<file path="src/rtl/key_defs.sv">
// Shared key definitions: FSM state encodings and the pressed key level.
package key_defs;

    typedef enum logic [2:0] {
        ST_IDLE   = 3'd0,
        ST_PRESS  = 3'd1,
        ST_HOLD   = 3'd2,
        ST_WAIT   = 3'd3,
        ST_SECOND = 3'd4
    } key_state_e;

    // Debounced level that means "key is held down".
    localparam logic KEY_PRESSED = 1'b0;

endpackage

</file>
<file path="src/rtl/key_event_timer.sv">
// Gesture timer: up counter with synchronous clear/enable and terminal matches
// for the long-press hold time and the double-click release gap.
module key_event_timer #(
    parameter int unsigned LONG_CNT   = 50_000_000,
    parameter int unsigned DCLICK_CNT = 15_000_000,
    parameter int unsigned CNT_W      = 26
) (
    input  logic i_clk,
    input  logic i_rst_n,
    input  logic i_clr,
    input  logic i_en,
    output logic o_long_hit,
    output logic o_dclick_hit
);

    localparam logic [CNT_W-1:0] LONG_TERM   = CNT_W'(LONG_CNT - 1);
    localparam logic [CNT_W-1:0] DCLICK_TERM = CNT_W'(DCLICK_CNT - 1);

    logic [CNT_W-1:0] r_cnt;

    // Count while enabled; clear has priority; hold at all-ones rather than wrap.
    always_ff @(posedge i_clk or negedge i_rst_n) begin
        if (!i_rst_n) begin
            r_cnt <= '0;
        end else if (i_clr) begin
            r_cnt <= '0;
        end else if (i_en && (r_cnt != '1)) begin
            r_cnt <= r_cnt + CNT_W'(1);
        end
    end

    assign o_long_hit   = (r_cnt == LONG_TERM);
    assign o_dclick_hit = (r_cnt == DCLICK_TERM);

endmodule

</file>
<file path="src/rtl/key_event_decoder.sv">
// Key gesture classifier: turns debounced press/release strobes into one-cycle
// short_press / long_press / double_click pulses.
// Optional double-click support: define KEY_EVENT_DOUBLE_CLICK_EN.
module key_event_decoder
    import key_defs::*;
#(
    parameter int unsigned LONG_CNT   = 50_000_000,
    parameter int unsigned DCLICK_CNT = 15_000_000,
    parameter int unsigned CNT_W      = 26
) (
    input  logic sys_clk,
    input  logic sys_rst_n,
    input  logic keyvalue,
    input  logic keyflag,
    output logic short_press,
    output logic long_press,
    output logic double_click,
    output logic key_busy
);

    key_state_e r_state;
    key_state_e w_state_n;
    logic       w_press_ev;
    logic       w_release_ev;
    logic       w_long_hit;
    logic       w_dclick_hit;
    logic       w_cnt_clr;
    logic       w_cnt_en;
    logic       w_short;
    logic       w_long;
    logic       r_short;
    logic       r_long;
`ifdef KEY_EVENT_DOUBLE_CLICK_EN
    logic       w_dclick;
    logic       r_dclick;
`else
    logic       w_unused_dclick_hit;
    assign w_unused_dclick_hit = w_dclick_hit;
`endif

    assign w_press_ev   = keyflag && (keyvalue == KEY_PRESSED);
    assign w_release_ev = keyflag && (keyvalue != KEY_PRESSED);

    // Timer restarts on every state change so each state times itself from entry.
    assign w_cnt_clr = (w_state_n != r_state);
`ifdef KEY_EVENT_DOUBLE_CLICK_EN
    assign w_cnt_en = (r_state == ST_PRESS) || (r_state == ST_WAIT) || (r_state == ST_SECOND);
`else
    assign w_cnt_en = (r_state == ST_PRESS);
`endif

    key_event_timer #(
        .LONG_CNT   (LONG_CNT),
        .DCLICK_CNT (DCLICK_CNT),
        .CNT_W      (CNT_W)
    ) u_timer (
        .i_clk        (sys_clk),
        .i_rst_n      (sys_rst_n),
        .i_clr        (w_cnt_clr),
        .i_en         (w_cnt_en),
        .o_long_hit   (w_long_hit),
        .o_dclick_hit (w_dclick_hit)
    );

    // Next-state and pulse decode; key events take priority over timer terminals.
    always_comb begin
        w_state_n = r_state;
        w_short   = 1'b0;
        w_long    = 1'b0;
`ifdef KEY_EVENT_DOUBLE_CLICK_EN
        w_dclick  = 1'b0;
`endif
        case (r_state)
            ST_IDLE: begin
                if (w_press_ev) w_state_n = ST_PRESS;
            end
            ST_PRESS: begin
                if (w_release_ev) begin
`ifdef KEY_EVENT_DOUBLE_CLICK_EN
                    w_state_n = ST_WAIT;
`else
                    w_short   = 1'b1;
                    w_state_n = ST_IDLE;
`endif
                end else if (w_long_hit) begin
                    w_long    = 1'b1;
                    w_state_n = ST_HOLD;
                end
            end
            ST_HOLD: begin
                if (w_release_ev) w_state_n = ST_IDLE;
            end
`ifdef KEY_EVENT_DOUBLE_CLICK_EN
            ST_WAIT: begin
                if (w_press_ev) begin
                    w_state_n = ST_SECOND;
                end else if (w_dclick_hit) begin
                    w_short   = 1'b1;
                    w_state_n = ST_IDLE;
                end
            end
            ST_SECOND: begin
                if (w_release_ev) begin
                    w_dclick  = 1'b1;
                    w_state_n = ST_IDLE;
                end else if (w_long_hit) begin
                    w_long    = 1'b1;
                    w_state_n = ST_HOLD;
                end
            end
`endif
            default: w_state_n = ST_IDLE;
        endcase
    end

    // State register and registered event pulses.
    always_ff @(posedge sys_clk or negedge sys_rst_n) begin
        if (!sys_rst_n) begin
            r_state <= ST_IDLE;
            r_short <= 1'b0;
            r_long  <= 1'b0;
        end else begin
            r_state <= w_state_n;
            r_short <= w_short;
            r_long  <= w_long;
        end
    end

`ifdef KEY_EVENT_DOUBLE_CLICK_EN
    // Registered double-click pulse.
    always_ff @(posedge sys_clk or negedge sys_rst_n) begin
        if (!sys_rst_n) r_dclick <= 1'b0;
        else            r_dclick <= w_dclick;
    end
    assign double_click = r_dclick;
`else
    assign double_click = 1'b0;
`endif

    assign short_press = r_short;
    assign long_press  = r_long;
    assign key_busy    = (r_state != ST_IDLE);

endmodule

</file>
<file path="config.mk">
export PLATFORM = sky130hd
export DESIGN_NAME = key_event_decoder
export DESIGN_NICKNAME = d
export VERILOG_FILES = /design/src/rtl/key_defs.sv /design/src/rtl/key_event_timer.sv /design/src/rtl/key_event_decoder.sv
export SDC_FILE = /design/constraint.sdc
export NUM_CORES = 1
export LEC_CHECK = 0
export ABC_AREA = 1
export CORE_MARGIN = 3
export CORE_UTILIZATION = 57
export DETAILED_ROUTE_END_ITERATION = 12
export PLACE_DENSITY = 0.77
export SYNTH_ARGS = -nofsm -noshare
export SYNTH_HDL_FRONTEND = slang
export SYNTH_SLANG_ARGS = --single-unit
</file>
<file path="constraint.sdc">
create_clock -name sys_clk -period 2.1 [get_ports sys_clk]
set_clock_uncertainty 0.15 [all_clocks]
set_input_delay 0.525 -clock sys_clk [delete_from_list [all_inputs] [get_ports sys_clk]]
set_output_delay 0.525 -clock sys_clk [all_outputs]
set_load 0.005 [all_outputs]
</file>
# == Word level (Yosys, flattened, before mapping) ==
# Cells that the tools add are included.
# word_totals
input_bits,4
register_bits,31
elab_cells,29
output_inout_bits,4
# op_classes
add_sub_neg,1
n_eq_ne,5
n_reduce_logical,6
mux,12
bitwise,1
# ops
op,n
26-bit two-way mux,2
26-bit by 1-bit adder with 26-bit output (second input constant),1
26-bit equality test (second input constant),1
26-bit inequality test (second input constant),1
3-bit two-way mux,4
3-bit one-hot mux with 3 select lines,1
1-bit two-way mux,5
3-bit by 1-bit equality test with 1-bit output (second input constant),1
3-bit by 2-bit equality test with 1-bit output (second input constant),1
1-bit logical AND,3
3-bit zero test,1
3-bit inequality test,1
3-bit nonzero test,1
2-bit nonzero test,1
1-bit NOT,1

# == Logic depth before layout (Yosys ltp) ==
# Gate-level depths: netlist of the first run.
# depth
ltp_word,6
ltp_mapped,12
depth_no_buf,12

# == Cells and area by module ==
# Synthesis of the first run repeated with hierarchy kept, for this count alone.
# hier_totals
hier_cells,320
hier_area_um2,2133.3
# by_module_without_submodules
module,instances,seq_area_each_um2,cells_per_inst,area_each_um2
key_event_timer,1,650.6,288,1874.3
key_event_decoder,1,125.1,32,259.0

# == Least setup slack after synthesis of the first run ==
# Ideal clock, no wire load.
# synth_timing
kind,flip-flop to flip-flop
startpoint,register u_timer.r_cnt[0]
endpoint,register u_timer.r_cnt[3]
path_stages_with_launch,12
n_path_buf,1
required_ns,1.832
period_less_slack_ns,1.728
arrival_time_ns,1.459
slack_ns,0.372
setup_ns,0.118
path_cell_list,dfrtp_1 -> ha_1 -> inv_1 -> nor2_4 -> inv_2 -> nor2_2 -> nand3_1 -> nand2_1 -> nand2_4 -> nand2_2 -> buf_6 -> nor2_1
# synth_via
elab_chain_len,6
word_cells_on_any_way,11
classes_between,add/sub: 1; eq/ne: 3; mux: 5; reduce/logical: 2
# synth_lines
item,line,rtl
from (decl),key_event_timer.sv:19,logic [CNT_W-1:0] r_cnt;
from (signal assigned),key_event_timer.sv:28,r_cnt <= r_cnt + CNT_W'(1);
26-bit equality test,key_event_timer.sv:32,assign o_long_hit = (r_cnt == LONG_TERM);
3-bit two-way mux,key_event_decoder.sv:85,end else if (w_long_hit) begin
3-bit two-way mux,key_event_decoder.sv:78,if (w_release_ev) begin
3-bit one-hot mux with 3 select lines,key_event_decoder.sv:73,case (r_state)
3-bit inequality test,key_event_decoder.sv:45,assign w_cnt_clr = (w_state_n != r_state);
26-bit two-way mux or 2-bit nonzero test (tied branches),-,
# Several ways; a longest one is shown, not always the timed one. The select of a mux whose other input is x is not followed.
# A chain may end at the register's enable or synchronous reset.

# == Worst setup path in the final report of the first run ==
# layout_timing
startpoint,register u_timer.r_cnt[0]
endpoint,register u_timer.r_cnt[24]
# Same word-level chain as after synthesis.

==> flow_summary.ini, run 1 <==
[clock_tree]
root_buffer = clkbuf_4
tritoncts = built
clkSlewWorstSetupHoldPaths_ps = 100
cts_buffers = 5
numClockSinks = 31
htreeDepth = 2
clockBufferDepth = 2
clock_latency_ps = 350

[layout]
final_util_pct = 67.36
nets = 330
antennaDiodeCount = 0
drive_gt1_share_pct = 11.66
area_growth_pct = 11.25
final_common_cell = nand2_1
fin_cells = 372
n_fill_cell = 315
final_cell_mix = 89 x nand2_1, 58 x nor2_1, 39 x inv_1

[floorplan]
num_rows = 21
dieArea_sq_mm = 0.004387
io_pins = 8
die_h_um = 66.24
core_area_sq_mm = 0.003416
initial_core_util_pct = 60.55
die_w_um = 66.24

[route]
routed.top_layer = met4
wl_met3_um = 247
wl_met1_um = 2188
dr.pass1.iters = 4
wirelength_um = 4657
routedWlPerCell_um = 12.52
first_iter_violations = 174
vias = 1983
wl_met2_um = 2185
antenna_left = 0
drc = 0
viasPerCell = 5.331

[logic_synthesis]
synth_cells = 306
synth_seq_cells = 31
netlist_area_sq_mm = 0.002068
ys_seq_area_share_pct = 37.51
syn_avg_cell_area_sq_um = 6.759
yosysWarnings = 0
ys_types = 25

[power]
pwr-share-comb_pct = 9.2
p_leak_nw = 1.036
p_int_mw = 0.7653
switching_share_pct = 25.79
p_sw_mw = 0.2659
pwr-share-seq_pct = 58.5
powerDensity_mw_per_mm2 = 448.2
p_clk_share_pct = 32.3
vdd.ir_drop.worst_uv = 296.0

[global_route]
track_usage_pct = 25.06
overflow = 0
antenna_found_initial = 0
grt_pass1_wl_um = 8238
grt_pass1_vias = 1814
grt_max_degree = 32

[run_status]
status = finished, final reports clean

[setup_path]
worstSetupEndpointType = flip-flop
worstPathArrival_ps = 2100
required_ps = 2230
critPathMaxFanout = 5
reg2reg_slack_ps = 140
path_class = flip-flop to flip-flop
cp-start-kind = flip-flop

[placed_design]
dp.cells = 362
port_buffers = 6
gp_congestion = 0.8780
post-dp-hpwl_um = 3348

[sta]
fmax_ghz = 0.5090
min_period_over_period_pct = 93.56
fin_crit_ps = 1965
rsz0062_at_grt = yes
hold_viol = 0
setup_violations = 0
drv_slew = 0
holdWs_ps = 414.9

[min_path]
hp-class = input pin to async pin

[run]
max_cap_violations = 0
## critical path, cell delays in order (launching register included)
cell and delay [ps]:
dfrtp_1 410, ha_1 190, inv_1 80, nor2_4 190, nand4_1 220, nor2_1 280, nand2_1 70, o21ai_0 150
nand2_1 70, nor2_1 80
## cell usage after synthesis
cell	instances	area share [%]
nand2_4	2	1.1
inv_1	39	7.1
buf_6	3	1.6
o21bai_1	5	1.8
nor3_1	2	0.48
o21ai_0	4	0.97
xor2_1	5	2.1
nand4_1	12	3.6
o21ai_1	1	0.24
nor3_2	1	0.48
nor2_4	5	2.7
buf_4	2	0.73
nor2_2	5	1.5
clkinv_1	1	0.18
nand2_8	1	0.97
nor2_1	58	11
dfrtp_1	31	38
nand3_1	26	6.3
nand2_1	89	16
inv_2	3	0.54
conb_1	1	0.18
nand2_2	5	1.5
a21oi_1	3	0.73
ha_1	1	0.60
a31oi_1	1	0.30
## state kept, by name, summed over array words and instances (netlist names)
name,cells
r_state,3
u_timer.r_cnt,26
short_press,1
long_press,1
## metrics by stage
step	worst slack, ps	power, mW	instance area [sq um]	TNS (ps)
finish	135.2	1.031	2301	0
CTS	24.32	1.041	2296	0
global placement	97.06	0.7063	2226	0
floorplan	372.5	0.6634	2072	0
global route	-12.27	1.078	2301	-12.83
detailed placement	69.55	0.7073	2226	0
## power groups by stage
stage / combinational, mW / clock, mW / sequential (mW)
after global placement: 0.0920 / 0 / 0.614
after floorplan: 0.0493 / 0 / 0.614
after detailed placement: 0.0928 / 0 / 0.615
after global routing: 0.105 / 0.369 / 0.604
after CTS: 0.0948 / 0.343 / 0.603
final: 0.0948 / 0.333 / 0.603
## final timing paths
| path | from | endpoint | cells after the start |
|---|---|---|---|
| setup / recovery | u_timer.r_cnt[0] | u_timer.r_cnt[24] | 9 |
| hold reg to reg | u_timer.r_cnt[1] | u_timer.r_cnt[1] | 2 |
| max in group asynchronous | sys_rst_n | u_timer.r_cnt[15] | 2 |
| setup reg to reg | u_timer.r_cnt[0] | u_timer.r_cnt[24] | 9 |
| min in group sys_clk | u_timer.r_cnt[1] | u_timer.r_cnt[1] | 2 |
| hold / removal | sys_rst_n | u_timer.r_cnt[6] | 2 |
## metal layers
metal  GRT usage, %  up-vias
met1          33.94      939
met4          12.44        0
li1               -      988
met3          5.102        5
met2          37.79       51
met5              0        -
## cell type report
class	instances	area (sq um)	area share, %
flip-flops and latches	31	775.7	33.71
clock buffers	7	45.04	1.958
multi-input cells	228	1091	47.42
inverters	43	163.9	7.123
well taps	46	57.56	2.501
repair buffers	16	162.7	7.069
clock inverters	1	5.005	0.2175
## timing repair
action | CTS | global route
pin swaps | 1 | 0
resized for setup | 1 | 3
buffers inserted | 2 | 0
hold buffers | 0 | 0
setup endpoints to repair | 1 | 3
## cells by family after synthesis
logic type,synth area share [%]
compound gates,4.053
xor+xnor,2.117
fa+ha+maj,0.6049
buf+inv,10.16
flops,37.51
other cells,0.1813
simple gates,45.37
Power figures use the tool's default switching activity.
==> inputs of run 2 (changes only) <==
--- a/config.mk
+++ b/config.mk
@@ -6,7 +6,7 @@
 export NUM_CORES = 1
 export LEC_CHECK = 0
 export ABC_AREA = 1
-export CORE_MARGIN = 3
+export CORE_MARGIN = 2
 export CORE_UTILIZATION = 57
 export DETAILED_ROUTE_END_ITERATION = 12
 export PLACE_DENSITY = 0.77
==> run 2 against run 1 <==
Clock power grew 2%. Critical path type unchanged. Via count fell by 2.7%. Global-route usage is 0.44 points higher. Routed wire length fell by 0.64%.
==> flow_summary.ini, run 2 (synthesis gave the netlist of run 1 again) <==
[floorplan]
initial_core_util_pct = 60.55
num_rows = 21
io_pins = 8
core_area_sq_mm = 0.003416
die_w_um = 64.24
dieArea_sq_mm = 0.004126
die_h_um = 64.24

[power]
p_leak_nw = 1.036
powerDensity_mw_per_mm2 = 451.3
vdd.ir_drop.worst_uv = 250.2

[route]
drc = 0
wirelength_um = 4627
vias = 1929
first_iter_violations = 115
antenna_left = 0
routedWlPerCell_um = 12.44
viasPerCell = 5.185
dr.pass1.iters = 4

[setup_path]
required_ps = 2190
r2r_end = u_timer.r_cnt[4]
cp-start-kind = flip-flop
r2r_cells = 10
worstPathArrival_ps = 2010
slowest_stage = dfrtp_1
r2r_start = u_timer.r_cnt[0]
cpLargestDelayFamily = simple AND/OR/NAND/NOR gates
reg2reg_slack_ps = 180
critPathMaxFanout = 18
worstSetupEndpointType = flip-flop
critPathBufInv = 1
critPathMaxStageDelay_ps = 420
critical_path_depth = 10
cp_cell_sequence = ha_1, inv_1, nor2_4, nand2_2, nor2_4, nand2_4, nand2_8, nor2_1, xor2_1, nor2_1
path_class = flip-flop to flip-flop

[clock_tree]
clock_latency_ps = 340
htreeDepth = 2
holdBufCountCts = 0
clkSlewWorstSetupHoldPaths_ps = 110
cts_buffers = 5
clockBufferDepth = 2
root_buffer = clkbuf_4
tritoncts = built
numClockSinks = 31

[sta]
fmax_ghz = 0.5199
fin_crit_ps = 1923
rsz0062_at_grt = no
setup_violations = 0
hold_viol = 0
fin_setup_tns_ps = 0
min_period_over_period_pct = 91.59
drv_slew = 0

[layout]
n_fill_cell = 315
seq_area_sq_um = 775.7
antennaDiodeCount = 0
regMostFlops = u_timer.r_cnt
nets = 330
final_cell_mix = 89 x nand2_1, 57 x nor2_1, 39 x inv_1
final_common_cell = nand2_1
drive_gt1_share_pct = 11.96
largest_reg_flops = 26
final_util_pct = 67.44
area_growth_pct = 11.37
top_regs = u_timer.r_cnt x26, r_state x3
multi_input_comb_area_sq_mm = 0.001094

[placed_design]
port_buffers = 6
gp_congestion = 0.9158
post-dp-hpwl_um = 3429

[run_status]
status = finished, final reports clean

[global_route]
grt_pass1_vias = 1857
met2_usage_pct = 43.10
grt_max_degree = 32
grt_use_met1_pct = 32.36
grt_pass1_wl_um = 8183
use_met3_pct = 5.458
track_usage_pct = 25.50
overflow = 0
antenna_found_initial = 0
grt_busiest_layer = met2

[run]
max_cap_violations = 0

[min_path]
hp-class = input pin to async pin
==> run 2: cell counts in the layout (fill, tap and decap cells not counted) <==
Identical to the previous run, type by type.
==> run 2: routing by layer <==
layer	wire length (um)	vias up
li1	-	983
met1	2113	882
met2	2155	58
met3	293	6
met4	64	0
met5	0	-
==> run 2: timing repair <==
item	CTS	global route
buffers inserted	2	0
cloned	0	0
pin swaps	1	0
resized for setup	1	4
setup endpoints to repair	1	4
==> run 2: per-stage QoR <==
stage | instances | power (mW) | worst slack (ps) | cell area (sq um) | hold slack (ps)
3_5_place_dp | 362 | 0.7087 | 42.99 | 2226 | 419.1
2_1_floorplan | 307 | 0.6634 | 372.5 | 2072 | 79.41
5_1_grt | 372 | 1.080 | 26.00 | 2303 | 457.7
4_1_cts | 372 | 1.053 | 3.463 | 2296 | 415.7
3_3_place_gp | 362 | 0.7064 | 91.37 | 2226 | 402.8
6_report | 372 | 1.039 | 176.6 | 2303 | 414.7
==> run 2: worst max path at each step <==
stage	from	slack (ps)	endpoint
after floorplan	u_timer.r_cnt[0]	370	u_timer.r_cnt[3]
after global placement	keyflag	90	u_timer.r_cnt[21]
after detailed placement	keyflag	40	u_timer.r_cnt[21]
after CTS	r_state[1]	3	key_busy
after global routing	u_timer.r_cnt[1]	30	u_timer.r_cnt[18]
final	u_timer.r_cnt[0]	180	u_timer.r_cnt[4]
==> run 2: area by class of cell <==
| type | instances | area share (%) |
|---|---|---|
| inverter | 43 | 7.116 |
| clock inverter | 1 | 0.2173 |
| tap | 46 | 2.499 |
| sequential | 31 | 33.68 |
| clock buffer | 7 | 1.955 |
| timing repair buffer | 16 | 7.061 |
| multi-input combinational | 228 | 47.47 |
==> run 2: worst reg2reg max path: stages, from the launching register on <==
cell,delay (ps)
dfrtp_1,420
ha_1,220
inv_1,110
nor2_4,70
nand2_2,100
nor2_4,50
nand2_4,110
nand2_8,130
nor2_1,230
xor2_1,180
nor2_1,50
==> run 2: where the power goes <==
group          internal, mW  switching [mW]  total, mW  leakage [nW]
logic                0.0354          0.0597     0.0951         0.577
clock network         0.130           0.211      0.341        0.0293
registers             0.600         0.00307      0.603         0.430
total                 0.766           0.274       1.04          1.04
==> inputs of run 3 (changes only) <==
--- a/config.mk
+++ b/config.mk
@@ -10,6 +10,7 @@
 export CORE_UTILIZATION = 57
 export DETAILED_ROUTE_END_ITERATION = 12
 export PLACE_DENSITY = 0.77
+export RECOVER_POWER = 25
 export SYNTH_ARGS = -nofsm -noshare
 export SYNTH_HDL_FRONTEND = slang
 export SYNTH_SLANG_ARGS = --single-unit
==> run 3 against run 2 <==
Clock power about the same. Utilization down 0.073 points. Cell count unchanged. Sequential power about the same. Total power about the same. Critical path depth unchanged.
==> flow_summary.ini, run 3 (synthesis gave the netlist of run 1 again) <==
[sta]
max-slew-margin-rel_pct = 48.69
holdWs_ps = 435.8
worst_pin_slew_ps = 769.6
fin_crit_ps = 1923
hold_viol = 0
fin_setup_tns_ps = 0
fmax_ghz = 0.5199
rsz0062_at_grt = no
min_period_over_period_pct = 91.59
drv_slew = 0
setup_violations = 0

[floorplan]
die_h_um = 64.24
initial_core_util_pct = 60.55
core_area_sq_mm = 0.003416
die_w_um = 64.24
io_pins = 8
dieArea_sq_mm = 0.004126
num_rows = 21

[clock_tree]
cts_buffers = 5
clkSlewWorstSetupHoldPaths_ps = 100
tritoncts = built
clockBufferDepth = 2
root_buffer = clkbuf_4
numClockSinks = 31
htreeDepth = 2
clock_latency_ps = 340

[layout]
regMostFlops = u_timer.r_cnt
antennaDiodeCount = 0
seq_area_sq_um = 775.7
design_area_sq_mm = 0.002301
final_util_pct = 67.36
largest_reg_flops = 26
final_cell_mix = 89 x nand2_1, 57 x nor2_1, 39 x inv_1
fin_cells = 372
nets = 330
area_growth_pct = 11.25
multi_input_comb_area_sq_mm = 0.001094
top_regs = u_timer.r_cnt x26, r_state x3
n_fill_cell = 316
drive_gt1_share_pct = 11.96
final_common_cell = nand2_1

[power]
powerDensity_mw_per_mm2 = 451.3
switching_share_pct = 26.36
vdd.ir_drop.worst_uv = 250.2
p_int_mw = 0.7647
p_sw_mw = 0.2737
pwr-share-seq_pct = 58.1
p_leak_nw = 1.036
pwr-share-comb_pct = 9.1
p_clk_share_pct = 32.9

[placed_design]
port_buffers = 6
gp_congestion = 0.9158
dpl_cell_area_sq_mm = 0.002226
dp.cells = 362
post-dp-hpwl_um = 3429

[run]
max_cap_violations = 0

[global_route]
grt_max_degree = 32
grt_pass1_wl_um = 8183
overflow = 0
track_usage_pct = 25.50
grt_pass1_vias = 1857
antenna_found_initial = 0

[setup_path]
cp_cell_sequence = ha_1, inv_1, nor2_4, nand2_2, nor2_4, nand2_4, nand2_8, nor2_1, xor2_1, nor2_1
cpLargestDelayFamily = simple AND/OR/NAND/NOR gates
required_ps = 2190
critPathBufInv = 1
worstSetupEndpointType = flip-flop
worstPathArrival_ps = 2010
slowest_stage = dfrtp_1
cp-start-kind = flip-flop
cp-startpoint = u_timer.r_cnt[0]
path_class = flip-flop to flip-flop
critPathMaxFanout = 18
r2r_start = u_timer.r_cnt[0]
critPathMaxStageDelay_ps = 420

[route]
first_iter_violations = 115
dr.pass1.iters = 4
drc = 0
antenna_left = 0
routedWlPerCell_um = 12.44
vias = 1929
viasPerCell = 5.185
wirelength_um = 4626

[min_path]
hp-start = u_timer.r_cnt[1]
hp-class = flip-flop to flip-flop

[run_status]
status = finished, final reports clean
==> run 3: power groups by stage <==
stage | clock (mW) | combinational (mW) | sequential, mW
final | 0.341 | 0.0941 | 0.603
after floorplan | 0 | 0.0493 | 0.614
after CTS | 0.354 | 0.0960 | 0.603
after detailed placement | 0 | 0.0944 | 0.614
after global routing | 0.371 | 0.104 | 0.604
after global placement | 0 | 0.0921 | 0.614
==> run 3: metrics by stage <==
stage | setup WS (ps) | power [mW]
2_1_floorplan | 372.5 | 0.6634
3_3_place_gp | 91.37 | 0.7064
3_5_place_dp | 42.99 | 0.7087
4_1_cts | 3.463 | 1.053
5_1_grt | 26.00 | 1.079
6_report | 176.6 | 1.038
==> run 3: what timing repair did <==
action	CTS	global route
hold buffers	0	0
endpoints found under the setup margin	1	4
buffers inserted	2	0
gates resized for setup	1	4
hold endpoints to repair	0	0
pin swaps	1	0
==> run 3: final timing paths <==
| check | slack [ps] | endpoint | cells after the start |
|---|---|---|---|
| worst max register to register | 180 | u_timer.r_cnt[4] | 10 |
| worst min register to register | 440 | u_timer.r_cnt[1] | 2 |
| worst max-delay path | 180 | u_timer.r_cnt[4] | 10 |
| max in group asynchronous | 670 | u_timer.r_cnt[19] | 2 |
| min in group asynchronous | 620 | u_timer.r_cnt[12] | 2 |
| worst min-delay path | 440 | u_timer.r_cnt[1] | 2 |
==> run 3: final cells by class <==
| cell class | instances | share of cell area, % |
|---|---|---|
| timing repair buffer | 16 | 6.960 |
| multi-input combinational | 228 | 47.53 |
| clock buffer | 7 | 1.958 |
| inverter | 43 | 7.123 |
| tap | 46 | 2.501 |
| clock inverter | 1 | 0.2175 |
| sequential | 31 | 33.71 |
==> run 3: worst reg2reg max path, cell delays in order, from the launching register on <==
cell and delay [ps]:
dfrtp_1 420, ha_1 220, inv_1 110, nor2_4 70
nand2_2 100, nor2_4 50, nand2_4 110, nand2_8 130
nor2_1 230, xor2_1 180, nor2_1 50
==> run 3: per-layer routing <==
layer	wire, um	global-route usage [%]
met1	2113	32.36
met2	2155	43.10
met3	292	5.458
met4	64	8.511
met5	0	0
